`src/rtl/ring_router_mux_rr.sv`:
```
// N-input worm-preserving flit multiplexer: fixed-priority or round-robin arbitration,
// packets never interleaved, optional registered output stage.
module ring_router_mux_rr #(
    parameter int NUM_IN     = 2,
    parameter int DATA_WIDTH = 16,
    parameter int ARB_MODE   = 0,
    parameter int OUT_REG    = 1
) (
    input  logic                         clk,
    input  logic                         rst,
    input  logic [NUM_IN*DATA_WIDTH-1:0] in_data,
    input  logic [NUM_IN-1:0]            in_last,
    input  logic [NUM_IN-1:0]            in_valid,
    output logic [NUM_IN-1:0]            in_ready,
    output logic [DATA_WIDTH-1:0]        out_data,
    output logic                         out_last,
    output logic                         out_valid,
    input  logic                         out_ready,
    output logic                         busy
);
    localparam int IDX_W = $clog2(NUM_IN);

    typedef enum logic {IDLE = 1'b0, LOCKED = 1'b1} state_t;

    state_t           state_q, state_d;
    logic [IDX_W-1:0] grant_q, grant_d;
    logic [IDX_W-1:0] rr_ptr_q, rr_ptr_d;

    logic [IDX_W-1:0]      winner;
    logic                  any_valid;
    logic [IDX_W-1:0]      sel;
    logic                  sel_valid;
    logic                  sel_last;
    logic [DATA_WIDTH-1:0] sel_data;
    logic                  stage_ready;
    logic                  xfer;
    logic [DATA_WIDTH-1:0] ch_data [NUM_IN];

    for (genvar gi = 0; gi < NUM_IN; gi++) begin : g_unpack
        assign ch_data[gi] = in_data[gi*DATA_WIDTH +: DATA_WIDTH];
    end

    // Scan from the highest search offset down so the lowest offset (highest priority) wins.
    always_comb begin
        int idx;
        idx       = 0;
        winner    = '0;
        any_valid = 1'b0;
        for (int k = NUM_IN - 1; k >= 0; k--) begin
            idx = (ARB_MODE == 0) ? k : (int'(rr_ptr_q) + k) % NUM_IN;
            if (in_valid[idx]) begin
                winner    = IDX_W'(idx);
                any_valid = 1'b1;
            end
        end
    end

    always_comb begin
        sel       = (state_q == LOCKED) ? grant_q : winner;
        sel_valid = !rst && ((state_q == LOCKED) ? in_valid[sel] : any_valid);
        sel_data  = ch_data[sel];
        sel_last  = in_last[sel];
        in_ready  = '0;
        if (!rst && (state_q == LOCKED || any_valid)) begin
            in_ready[sel] = stage_ready;
        end
        xfer = sel_valid && stage_ready;
    end

    always_comb begin
        state_d  = state_q;
        grant_d  = grant_q;
        rr_ptr_d = rr_ptr_q;
        case (state_q)
            IDLE: begin
                if (xfer) begin
                    if (!sel_last) begin
                        state_d = LOCKED;
                        grant_d = winner;
                    end
                    if (ARB_MODE != 0) begin
                        rr_ptr_d = (winner == IDX_W'(NUM_IN - 1)) ? '0 : winner + 1'b1;
                    end
                end
            end
            LOCKED: begin
                if (xfer && sel_last) begin
                    state_d = IDLE;
                end
            end
            default: state_d = IDLE;
        endcase
    end

    always_ff @(posedge clk or posedge rst) begin
        if (rst) begin
            state_q  <= IDLE;
            grant_q  <= '0;
            rr_ptr_q <= '0;
        end else begin
            state_q  <= state_d;
            grant_q  <= grant_d;
            rr_ptr_q <= rr_ptr_d;
        end
    end

    assign busy = (state_q == LOCKED);

    if (OUT_REG != 0) begin : g_out_reg
        logic                  out_valid_q, out_valid_d;
        logic                  out_last_q, out_last_d;
        logic [DATA_WIDTH-1:0] out_data_q, out_data_d;

        always_comb begin
            out_valid_d = out_valid_q;
            out_last_d  = out_last_q;
            out_data_d  = out_data_q;
            if (xfer) begin
                out_valid_d = 1'b1;
                out_last_d  = sel_last;
                out_data_d  = sel_data;
            end else if (out_ready) begin
                out_valid_d = 1'b0;
            end
        end

        always_ff @(posedge clk or posedge rst) begin
            if (rst) begin
                out_valid_q <= 1'b0;
                out_last_q  <= 1'b0;
                out_data_q  <= '0;
            end else begin
                out_valid_q <= out_valid_d;
                out_last_q  <= out_last_d;
                out_data_q  <= out_data_d;
            end
        end

        assign stage_ready = !out_valid_q || out_ready;
        assign out_valid   = out_valid_q;
        assign out_last    = out_last_q;
        assign out_data    = out_data_q;
    end else begin : g_out_comb
        assign stage_ready = out_ready;
        assign out_valid   = sel_valid;
        assign out_last    = sel_last;
        assign out_data    = sel_data;
    end
endmodule

```
`config.mk`:
```
export PLATFORM = sky130hd
export DESIGN_NAME = ring_router_mux_rr
export DESIGN_NICKNAME = d
export VERILOG_FILES = /design/src/rtl/ring_router_mux_rr.sv
export SDC_FILE = /design/constraint.sdc
export NUM_CORES = 1
export LEC_CHECK = 0
export ABC_AREA = 1
export ABC_CLOCK_PERIOD_IN_PS = 2100
export BUFFER_PORTS_ARGS = -buffer_cell sky130_fd_sc_hd__buf_2
export CAP_MARGIN = 30
export CORE_MARGIN = 2
export CORE_UTILIZATION = 39
export CTS_CLUSTER_SIZE = 10
export DETAILED_ROUTE_END_ITERATION = 8
export HOLD_SLACK_MARGIN = 0.05
export PLACE_DENSITY = 0.74
export SYNTH_ARGS = -nofsm -noshare
export SYNTH_HDL_FRONTEND = slang
export SYNTH_SLANG_ARGS = --single-unit
```
`constraint.sdc`:
```
create_clock -name clk -period 2.1 [get_ports clk]
set_input_delay 0.63 -clock clk [delete_from_list [all_inputs] [get_ports clk]]
set_output_delay 0.63 -clock clk [all_outputs]
set_load 0.02 [all_outputs]
```
==> results of run 1 <==
## power groups by stage
stage	logic (W)	clock network, W	registers, W
final	0.00102	0.000169	0.000651
after global placement	0.00103	0	0.000657
after floorplan	0.000525	0	0.000864
after CTS	0.00104	0.000181	0.000652
after detailed placement	0.00104	0	0.000656
after global routing	0.00115	0.000193	0.000675
## cell families (layout without fill, tap and decap cells)
| family | after synthesis | after routing |
|---|---|---|
| AO/OA/AOI/OAI | 4 | 4 |
| AND/OR/NAND/NOR | 117 | 117 |
| flip-flops | 20 | 20 |
| buffers and inverters | 16 | 77 |
## how the worst min path moves through the flow
stage / end / slack, ns
after floorplan: asynchronous set/reset pin / 0.49
after global placement: out_data[6] / 0.46
after detailed placement: out_data[6] / 0.46
after CTS: out_last / 0.38
after global routing: out_last / 0.39
final: out_last / 0.38
## per-stage QoR
step           setup TNS (ns)  utilization  power [W]
6_report                    0        0.530    0.00184
5_1_grt                     0        0.530    0.00202
4_1_cts                     0        0.530    0.00188
3_5_place_dp                0        0.521    0.00170
3_3_place_gp                0        0.521    0.00169
2_1_floorplan         -0.0521            -    0.00139
## tightest hold or removal path, cell delays in order
cell and delay (ns):
sky130_fd_sc_hd__buf_2 0.11, sky130_fd_sc_hd__clkinvlp_4 0.06, sky130_fd_sc_hd__buf_4 0.26
## cell usage in the layout, fill, tap and decap left out
| cell | count |
|---|---|
| sky130_fd_sc_hd__nand3_1 | 4 |
| sky130_fd_sc_hd__nand2_2 | 4 |
| sky130_fd_sc_hd__dfrtp_1 | 20 |
| sky130_fd_sc_hd__nor2_1 | 2 |
| sky130_fd_sc_hd__inv_2 | 1 |
| sky130_fd_sc_hd__o21a_1 | 1 |
| sky130_fd_sc_hd__clkbuf_4 | 3 |
| sky130_fd_sc_hd__o21bai_1 | 1 |
| sky130_fd_sc_hd__clkinvlp_4 | 1 |
| sky130_fd_sc_hd__nor2_2 | 1 |
| sky130_fd_sc_hd__nand2_4 | 1 |
| sky130_fd_sc_hd__nand2_1 | 105 |
| sky130_fd_sc_hd__buf_2 | 59 |
| sky130_fd_sc_hd__inv_1 | 8 |
| sky130_fd_sc_hd__a21oi_4 | 1 |
| sky130_fd_sc_hd__buf_4 | 4 |
| sky130_fd_sc_hd__inv_4 | 1 |
| sky130_fd_sc_hd__o21ai_0 | 1 |
## area by class of cell
cell class              count  share of cell area
multi-input cells         121               0.349
flip-flops and latches     20               0.349
inverters                  11              0.0331
well taps                  31              0.0270
clock buffers               3              0.0157
repair buffers             63               0.227
## flip-flops by register name (all words and copies together) (netlist names), named ones only
signal	cells
grant_q	1
out_data	16
out_last	1
out_valid	1
## layer usage
metal  wire, µm  up-vias
li1           -      590
met1       1080      487
met2       1290       20
met3         81        2
met4         19        0
met5          0        -
==> impl_metrics.prom, run 1 <==
# TYPE chip_impl_metric gauge
chip_impl_metric{name="r2r.worst_path.cells",unit=""} 6
chip_impl_metric{name="syn_area_per_cell",unit="µm²"} 6.97
chip_impl_info{name="cts_tree",value="built"} 1
chip_impl_info{name="synth_most_common_cell",value="sky130_fd_sc_hd__nand2_1"} 1
chip_impl_metric{name="final_cell_count_no_fill",unit=""} 249
chip_impl_metric{name="ratio_of_cells_with_drive_above_1_in_the_final_layout",unit=""} 0.349
chip_impl_metric{name="cts_setup_buffers",unit=""} 0
chip_impl_metric{name="route.final.wire_length",unit="µm"} 2470
chip_impl_info{name="crit_type",value="reg -> out"} 1
chip_impl_metric{name="clock_skew",unit="ns"} 0.00517
chip_impl_metric{name="switching_share",unit=""} 0.472
chip_impl_metric{name="critPathMaxStageDelay",unit="ns"} 0.45
chip_impl_metric{name="wire_length_of_the_first_global_routing_pass",unit="µm"} 4250
chip_impl_metric{name="antenna_found_initial",unit=""} 0
chip_impl_metric{name="report.final.slew_viol_count",unit=""} 0
chip_impl_info{name="dominant_combinational_cell_family_by_area_after_synthesis",value="simple AND/OR/NAND/NOR gates"} 1
chip_impl_metric{name="layout_min_cycle_time",unit="ns"} 1.98
chip_impl_info{name="crit_end",value="in_ready[1]"} 1
chip_impl_metric{name="worst-path-stages",unit=""} 6
chip_impl_metric{name="internal_power",unit="W"} 0.000974
chip_impl_metric{name="post-place-cells",unit=""} 246
chip_impl_metric{name="globalplace.congestion",unit=""} 0.771
chip_impl_metric{name="cp_max_fo",unit=""} 5
chip_impl_metric{name="power.ir.vdd_worst",unit="mV"} 0.756
chip_impl_metric{name="cp.required",unit="ns"} 1.47
chip_impl_metric{name="finalHoldWorstSlack",unit="ns"} 0.383
chip_impl_metric{name="post_synth_fa_ha_maj_area_fraction",unit=""} 0
chip_impl_info{name="endpoint_kind",value="output pin"} 1
chip_impl_metric{name="synthesis.nets",unit=""} 196
chip_impl_metric{name="clk_latency",unit="ns"} 0.29
chip_impl_metric{name="cts-root-to-sink-buffers",unit=""} 2
chip_impl_metric{name="setup_ws",unit="ns"} 0.125
chip_impl_metric{name="met3_usage",unit=""} 0.0476
chip_impl_metric{name="chip_width",unit="µm"} 57.0
chip_impl_metric{name="synth_seq_cells",unit=""} 20
chip_impl_metric{name="power.density",unit="nW/µm²"} 1280
chip_impl_metric{name="post_cts_resize_count",unit=""} 0
chip_impl_metric{name="max_slew.worst_pin.slew",unit="ns"} 0.376
chip_impl_metric{name="chipHeight",unit="µm"} 57.0
chip_impl_metric{name="yosysTopAreaCellShare",unit=""} 0.458
chip_impl_info{name="most_used_standard_cells_in_the_synthesized_netlist",value="sky130_fd_sc_hd__nand2_1, sky130_fd_sc_hd__dfrtp_1, sky130_fd_sc_hd__inv_1, sky130_fd_sc_hd__nand2_2, sky130_fd_sc_hd__nand3_1"} 1
chip_impl_metric{name="drt-initial-drc-count",unit=""} 32
chip_impl_metric{name="p_switching",unit="W"} 0.000870
chip_impl_info{name="cts_root_buf",value="sky130_fd_sc_hd__clkbuf_4"} 1
chip_impl_metric{name="final_net_count",unit=""} 259
chip_impl_info{name="min_path_type",value="in -> async"} 1
chip_impl_metric{name="grt_util_met1",unit=""} 0.205
chip_impl_metric{name="syn_area",unit="µm²"} 1090
chip_impl_metric{name="viasPerCell",unit=""} 4.41
chip_impl_metric{name="max_clock_freq",unit="GHz"} 0.506
chip_impl_info{name="top_usage_layer",value="met2"} 1
chip_impl_info{name="critical_path.cell_chain",value="nor2_2 -> nand2_2 -> nand2_4 -> inv_4 -> nor2_1 -> buf_2"} 1
chip_impl_metric{name="synth_compound_gate_area_share",unit=""} 0.0332
chip_impl_metric{name="number_of_cts_inserted_buffers",unit=""} 3
chip_impl_metric{name="core.rowCount",unit=""} 19
chip_impl_metric{name="dr.pass1.iters",unit=""} 4
chip_impl_metric{name="clockPowerShare",unit=""} 0.092
chip_impl_metric{name="port_buffers",unit=""} 59
chip_impl_metric{name="worst_setup_hold_path_clk_slew",unit="ns"} 0.10
chip_impl_metric{name="critPathArrivalTime",unit="ns"} 1.35
chip_impl_metric{name="dpl-instance-area",unit="µm²"} 1410
chip_impl_metric{name="grt_overflow_total",unit=""} 0
chip_impl_metric{name="post-route-drc-count",unit=""} 0
chip_impl_metric{name="ios",unit=""} 60
chip_impl_metric{name="detailedPlace.worstSlack",unit="ns"} 0.123
chip_impl_metric{name="stdcell_area",unit="µm²"} 1440
chip_impl_metric{name="yosys.area_share.xor_xnor",unit=""} 0
chip_impl_info{name="start_kind",value="flop"} 1
chip_impl_metric{name="via_count_of_the_first_global_routing_pass",unit=""} 1023
chip_impl_metric{name="postCtsHoldBufs",unit=""} 0
chip_impl_metric{name="comb_power_share",unit=""} 0.555
chip_impl_metric{name="m2_gr_usage",unit=""} 0.289
chip_impl_metric{name="synth_cells",unit=""} 157
chip_impl_metric{name="groute.usage.overall",unit=""} 0.164
chip_impl_metric{name="cts_max_level",unit=""} 1
chip_impl_metric{name="timing.max_cap.violations",unit=""} 0
chip_impl_metric{name="antenna_cells",unit=""} 0
chip_impl_metric{name="drtAntennaViolNets",unit=""} 0
chip_impl_info{name="synth_area_leader_cell",value="sky130_fd_sc_hd__dfrtp_1"} 1
chip_impl_metric{name="detail_route.wl_per_cell",unit="µm"} 9.92
chip_impl_metric{name="core_region_area",unit="µm²"} 2710
chip_impl_info{name="netlist_top_cells_area",value="sky130_fd_sc_hd__dfrtp_1, sky130_fd_sc_hd__nand2_1, sky130_fd_sc_hd__inv_1"} 1
chip_impl_info{name="worst_path_dominant_cell_family",value="flip-flops"} 1
chip_impl_metric{name="place.detailed.hpwl",unit="µm"} 1910
chip_impl_metric{name="power.static_leakage",unit="nW"} 0.919
chip_impl_metric{name="fillers",unit=""} 296
chip_impl_metric{name="synth_simple_gate_area_share",unit=""} 0.424
chip_impl_metric{name="ys_async_sr_fraction",unit=""} 1.00
chip_impl_metric{name="number_of_clock_sinks_seen_by_cts",unit=""} 20
chip_impl_metric{name="synth_mux_area_frac",unit=""} 0
chip_impl_metric{name="initial_core_utilization",unit=""} 0.404
chip_impl_metric{name="reg2reg_setup_slack",unit="ns"} 0.57
chip_impl_info{name="grt_setup_unrepaired",value="false"} 1
chip_impl_info{name="crit_path_top_delay_cell",value="sky130_fd_sc_hd__dfrtp_1"} 1
chip_impl_metric{name="multi_input_area",unit="µm²"} 500
chip_impl_metric{name="timing.critical_path.buf_inv",unit=""} 2
chip_impl_metric{name="synth_enable_flop_cells",unit=""} 0
chip_impl_info{name="synthFlopType",value="sky130_fd_sc_hd__dfrtp_1"} 1
chip_impl_metric{name="count_of_yosys_warnings_during_synthesis",unit=""} 0
chip_impl_metric{name="synth_cell_types",unit=""} 16
chip_impl_metric{name="rel_slew_slack",unit=""} 0.749
chip_impl_metric{name="report.final.setup_viol",unit=""} 0
chip_impl_info{name="regToRegEndpoint",value="out_data[15]"} 1
chip_impl_metric{name="p_seq_frac",unit=""} 0.353
chip_impl_metric{name="area_delta_synth_final",unit="%"} 31.2
chip_impl_metric{name="final-hold-violation-count",unit=""} 0
chip_impl_metric{name="final.period_utilization",unit=""} 0.940
chip_impl_info{name="run_status",value="finished, final reports clean"} 1
chip_impl_metric{name="synth-seq-area-share",unit=""} 0.458
chip_impl_metric{name="vias",unit=""} 1099
chip_impl_metric{name="grt_start_max_net_pins",unit=""} 21
chip_impl_metric{name="floorplan.die_area",unit="µm²"} 3240
chip_impl_metric{name="ff_latch_area",unit="µm²"} 500
No activity file was read; power rests on OpenSTA's default activity.
==> inputs of run 2 (changes only) <==
--- a/config.mk
+++ b/config.mk
@@ -5,7 +5,7 @@
 export SDC_FILE = /design/constraint.sdc
 export NUM_CORES = 1
 export LEC_CHECK = 0
-export ABC_AREA = 1
+export ABC_AREA = 0
 export ABC_CLOCK_PERIOD_IN_PS = 2100
 export BUFFER_PORTS_ARGS = -buffer_cell sky130_fd_sc_hd__buf_2
 export CAP_MARGIN = 30
@@ -15,6 +15,7 @@
 export DETAILED_ROUTE_END_ITERATION = 8
 export HOLD_SLACK_MARGIN = 0.05
 export PLACE_DENSITY = 0.74
+export SETUP_SLACK_MARGIN = 0.3
 export SYNTH_ARGS = -nofsm -noshare
 export SYNTH_HDL_FRONTEND = slang
 export SYNTH_SLANG_ARGS = --single-unit
==> run 2 against run 1 <==
Largest power group unchanged. Die area down 0.21%. Sequential share of layout area down 2.1 points. Largest cell class is now multi-input gates. Clock skew up 0.0036 ns. Register-to-register slack worse by 0.12 ns. Total power up 12%. Flip-flop and latch count unchanged.
==> impl_metrics.prom, run 2 <==
# TYPE chip_impl_metric gauge
chip_impl_metric{name="synth_cell_types",unit=""} 20
chip_impl_metric{name="floorplan.die_area",unit="µm²"} 3240
chip_impl_metric{name="final_cell_count_no_fill",unit=""} 193
chip_impl_info{name="layout.cells.most_common",value="sky130_fd_sc_hd__buf_2"} 1
chip_impl_metric{name="post-place-cells",unit=""} 186
chip_impl_metric{name="max_slew.worst_pin.slew",unit="ns"} 0.326
chip_impl_metric{name="rel_slew_slack",unit=""} 0.776
chip_impl_metric{name="yosys.area_share.xor_xnor",unit=""} 0
chip_impl_metric{name="grt_start_max_net_pins",unit=""} 23
chip_impl_info{name="synth_most_common_cell",value="sky130_fd_sc_hd__dfrtp_1"} 1
chip_impl_metric{name="drt-initial-drc-count",unit=""} 47
chip_impl_info{name="dominant_combinational_cell_family_by_area_after_synthesis",value="compound AO/OA/AOI/OAI gates"} 1
chip_impl_info{name="synth_area_leader_cell",value="sky130_fd_sc_hd__dfrtp_1"} 1
chip_impl_metric{name="chipHeight",unit="µm"} 56.9
chip_impl_metric{name="syn_area_per_cell",unit="µm²"} 11.2
chip_impl_metric{name="dr.pass1.iters",unit=""} 4
chip_impl_metric{name="antenna_found_initial",unit=""} 0
chip_impl_metric{name="viasPerCell",unit=""} 4.83
chip_impl_metric{name="synth_simple_gate_area_share",unit=""} 0.148
chip_impl_info{name="run_status",value="finished, final reports clean"} 1
chip_impl_info{name="cts_tree",value="built"} 1
chip_impl_metric{name="power.static_leakage",unit="nW"} 0.767
chip_impl_metric{name="via_count_of_the_first_global_routing_pass",unit=""} 900
chip_impl_metric{name="chip_width",unit="µm"} 56.9
chip_impl_metric{name="drtAntennaViolNets",unit=""} 0
chip_impl_metric{name="synth-seq-area-share",unit=""} 0.459
chip_impl_metric{name="report.final.setup_viol",unit=""} 0
chip_impl_info{name="synthFlopType",value="sky130_fd_sc_hd__dfrtp_1"} 1
chip_impl_metric{name="fillers",unit=""} 266
chip_impl_metric{name="synth_enable_flop_cells",unit=""} 0
chip_impl_metric{name="port_buffers",unit=""} 59
chip_impl_metric{name="synthesis.nets",unit=""} 136
chip_impl_metric{name="report.final.slew_viol_count",unit=""} 0
chip_impl_metric{name="final_net_count",unit=""} 202
chip_impl_metric{name="worst_setup_hold_path_clk_slew",unit="ns"} 0.11
chip_impl_metric{name="synth_cells",unit=""} 97
chip_impl_metric{name="synth_mux_area_frac",unit=""} 0.156
chip_impl_metric{name="place.detailed.hpwl",unit="µm"} 1740
chip_impl_metric{name="final.period_utilization",unit=""} 0.936
chip_impl_metric{name="synth_seq_cells",unit=""} 20
chip_impl_metric{name="count_of_yosys_warnings_during_synthesis",unit=""} 0
chip_impl_info{name="start_kind",value="primary input"} 1
chip_impl_metric{name="synth_compound_gate_area_share",unit=""} 0.189
chip_impl_metric{name="cts_max_level",unit=""} 1
chip_impl_metric{name="critPathArrivalTime",unit="ns"} 1.34
chip_impl_metric{name="cp.required",unit="ns"} 1.47
chip_impl_metric{name="detailedPlace.worstSlack",unit="ns"} 0.0938
chip_impl_metric{name="ff_latch_area",unit="µm²"} 502
chip_impl_metric{name="finalSetupTns",unit="ns"} 0
chip_impl_info{name="most_used_standard_cells_in_the_synthesized_netlist",value="sky130_fd_sc_hd__dfrtp_1, sky130_fd_sc_hd__mux2i_1, sky130_fd_sc_hd__a21oi_2, sky130_fd_sc_hd__nor2_2, sky130_fd_sc_hd__nor2_1"} 1
chip_impl_metric{name="clock_skew",unit="ns"} 0.00875
chip_impl_info{name="min_path_type",value="in -> async"} 1
chip_impl_metric{name="ys_async_sr_fraction",unit=""} 1.00
chip_impl_metric{name="globalplace.congestion",unit=""} 0.759
chip_impl_metric{name="m2_gr_usage",unit=""} 0.253
chip_impl_metric{name="cp_max_fo",unit=""} 4
chip_impl_info{name="source_of_the_critical_timing_path",value="in_valid[0]"} 1
chip_impl_metric{name="postCtsHoldBufs",unit=""} 0
chip_impl_metric{name="layout_min_cycle_time",unit="ns"} 1.97
chip_impl_metric{name="cts-root-to-sink-buffers",unit=""} 2
chip_impl_metric{name="grt_overflow_total",unit=""} 0
chip_impl_metric{name="post-route-drc-count",unit=""} 0
chip_impl_metric{name="syn_area",unit="µm²"} 1090
chip_impl_metric{name="final_util",unit=""} 0.565
chip_impl_metric{name="wire_length_of_the_first_global_routing_pass",unit="µm"} 3820
chip_impl_info{name="cts_root_buf",value="sky130_fd_sc_hd__clkbuf_4"} 1
chip_impl_info{name="top_usage_layer",value="met2"} 1
chip_impl_info{name="grt_setup_unrepaired",value="true"} 1
chip_impl_metric{name="ios",unit=""} 60
chip_impl_metric{name="post_synth_fa_ha_maj_area_fraction",unit=""} 0
chip_impl_metric{name="power.density",unit="nW/µm²"} 1350
chip_impl_metric{name="antenna_cells",unit=""} 0
chip_impl_metric{name="initial_core_utilization",unit=""} 0.403
chip_impl_metric{name="multi_input_area",unit="µm²"} 574
chip_impl_metric{name="area_delta_synth_final",unit="%"} 40.4
chip_impl_metric{name="ratio_of_cells_with_drive_above_1_in_the_final_layout",unit=""} 0.642
chip_impl_metric{name="number_of_clock_sinks_seen_by_cts",unit=""} 20
chip_impl_metric{name="timing.max_cap.violations",unit=""} 0
chip_impl_metric{name="yosysTopAreaCellShare",unit=""} 0.459
chip_impl_metric{name="route.final.wire_length",unit="µm"} 2290
chip_impl_metric{name="core_region_area",unit="µm²"} 2710
chip_impl_metric{name="grt_util_met1",unit=""} 0.188
chip_impl_metric{name="detail_route.wl_per_cell",unit="µm"} 11.8
chip_impl_metric{name="number_of_cts_inserted_buffers",unit=""} 3
chip_impl_metric{name="setup_ws",unit="ns"} 0.134
chip_impl_info{name="mostFrequentLayoutCells",value="sky130_fd_sc_hd__buf_2, sky130_fd_sc_hd__dfrtp_1, sky130_fd_sc_hd__mux2i_1"} 1
chip_impl_info{name="netlist_top_cells_area",value="sky130_fd_sc_hd__dfrtp_1, sky130_fd_sc_hd__mux2i_1, sky130_fd_sc_hd__a21oi_2"} 1
chip_impl_metric{name="power.ir.vdd_worst",unit="mV"} 0.777
chip_impl_metric{name="max_clock_freq",unit="GHz"} 0.509
chip_impl_metric{name="clk_latency",unit="ns"} 0.29
chip_impl_metric{name="core.rowCount",unit=""} 19
chip_impl_info{name="endpoint_kind",value="output pin"} 1
chip_impl_metric{name="groute.usage.overall",unit=""} 0.146
chip_impl_metric{name="met3_usage",unit=""} 0.0300
chip_impl_info{name="crit_type",value="in -> out"} 1
chip_impl_metric{name="largest_reg_flops",unit=""} 16
chip_impl_metric{name="vias",unit=""} 933
chip_impl_metric{name="final-hold-violation-count",unit=""} 0
## run 2: critical path: stages
cell and delay (ns):
sky130_fd_sc_hd__buf_2 0.12, sky130_fd_sc_hd__nand2b_4 0.14, sky130_fd_sc_hd__o21a_1 0.21, sky130_fd_sc_hd__nor2_4 0.10, sky130_fd_sc_hd__buf_4 0.13
## run 2: cells by family (layout without fill, tap and decap cells)
kind of cell / count (synthesis) / after routing
AOI/OAI and AO/OA: 24 / 24
DFF: 20 / 20
muxes: 17 / 17
and+or+nand+nor: 29 / 29
buffers and inverters: 7 / 72
## run 2: through the flow
step                      area (µm²)  power, W  hold WS (ns)
after floorplan                 1140   0.00155         0.529
after global placement          1460   0.00180         0.507
after detailed placement        1460   0.00184         0.506
after CTS                       1520   0.00209         0.409
after global routing            1530   0.00221         0.428
final                           1530   0.00207         0.410
## run 2: path summary, 6_finish.rpt
| path | to | slack (ns) | cells past startpoint |
|---|---|---|---|
| min reg2reg | out_data[14] | 0.53 | 2 |
| min in group clk | out_data[14] | 0.53 | 2 |
| max reg2reg | out_data[10] | 0.45 | 6 |
| max | in_ready[1] | 0.13 | 5 |
| min | out_valid | 0.41 | 3 |
| max in group asynchronous | asynchronous set/reset pin | 1.46 | 3 |
## run 2: where the power goes
part           leakage [nW]  total, W  switching, W  internal, W
logic                 0.525   0.00113      0.000647     0.000484
registers             0.221  0.000720      0.000144     0.000575
clock network        0.0210  0.000218      0.000112     0.000105
total                 0.767   0.00207      0.000903      0.00116
## run 2: per-layer routing
| layer | vias up | part of all wire |
|---|---|---|
| met5 | - | 0 |
| met4 | 0 | 0.0057 |
| met3 | 2 | 0.058 |
| met2 | 33 | 0.49 |
| met1 | 430 | 0.44 |
| li1 | 468 | - |
## run 2: final cells by class
| class | instances | area share |
|---|---|---|
| multi-input cells | 70 | 0.375 |
| inverters | 1 | 0.00245 |
| clock buffers | 4 | 0.0237 |
| flip-flops and latches | 20 | 0.328 |
| well taps | 31 | 0.0253 |
| repair buffers | 67 | 0.246 |
## run 2: what timing repair did
action,4_1_cts,5_1_grt
endpoints found under the setup margin,2,3
pin swaps,2,1
buffers inserted,2,1
resized for setup,5,1
cloned,0,0
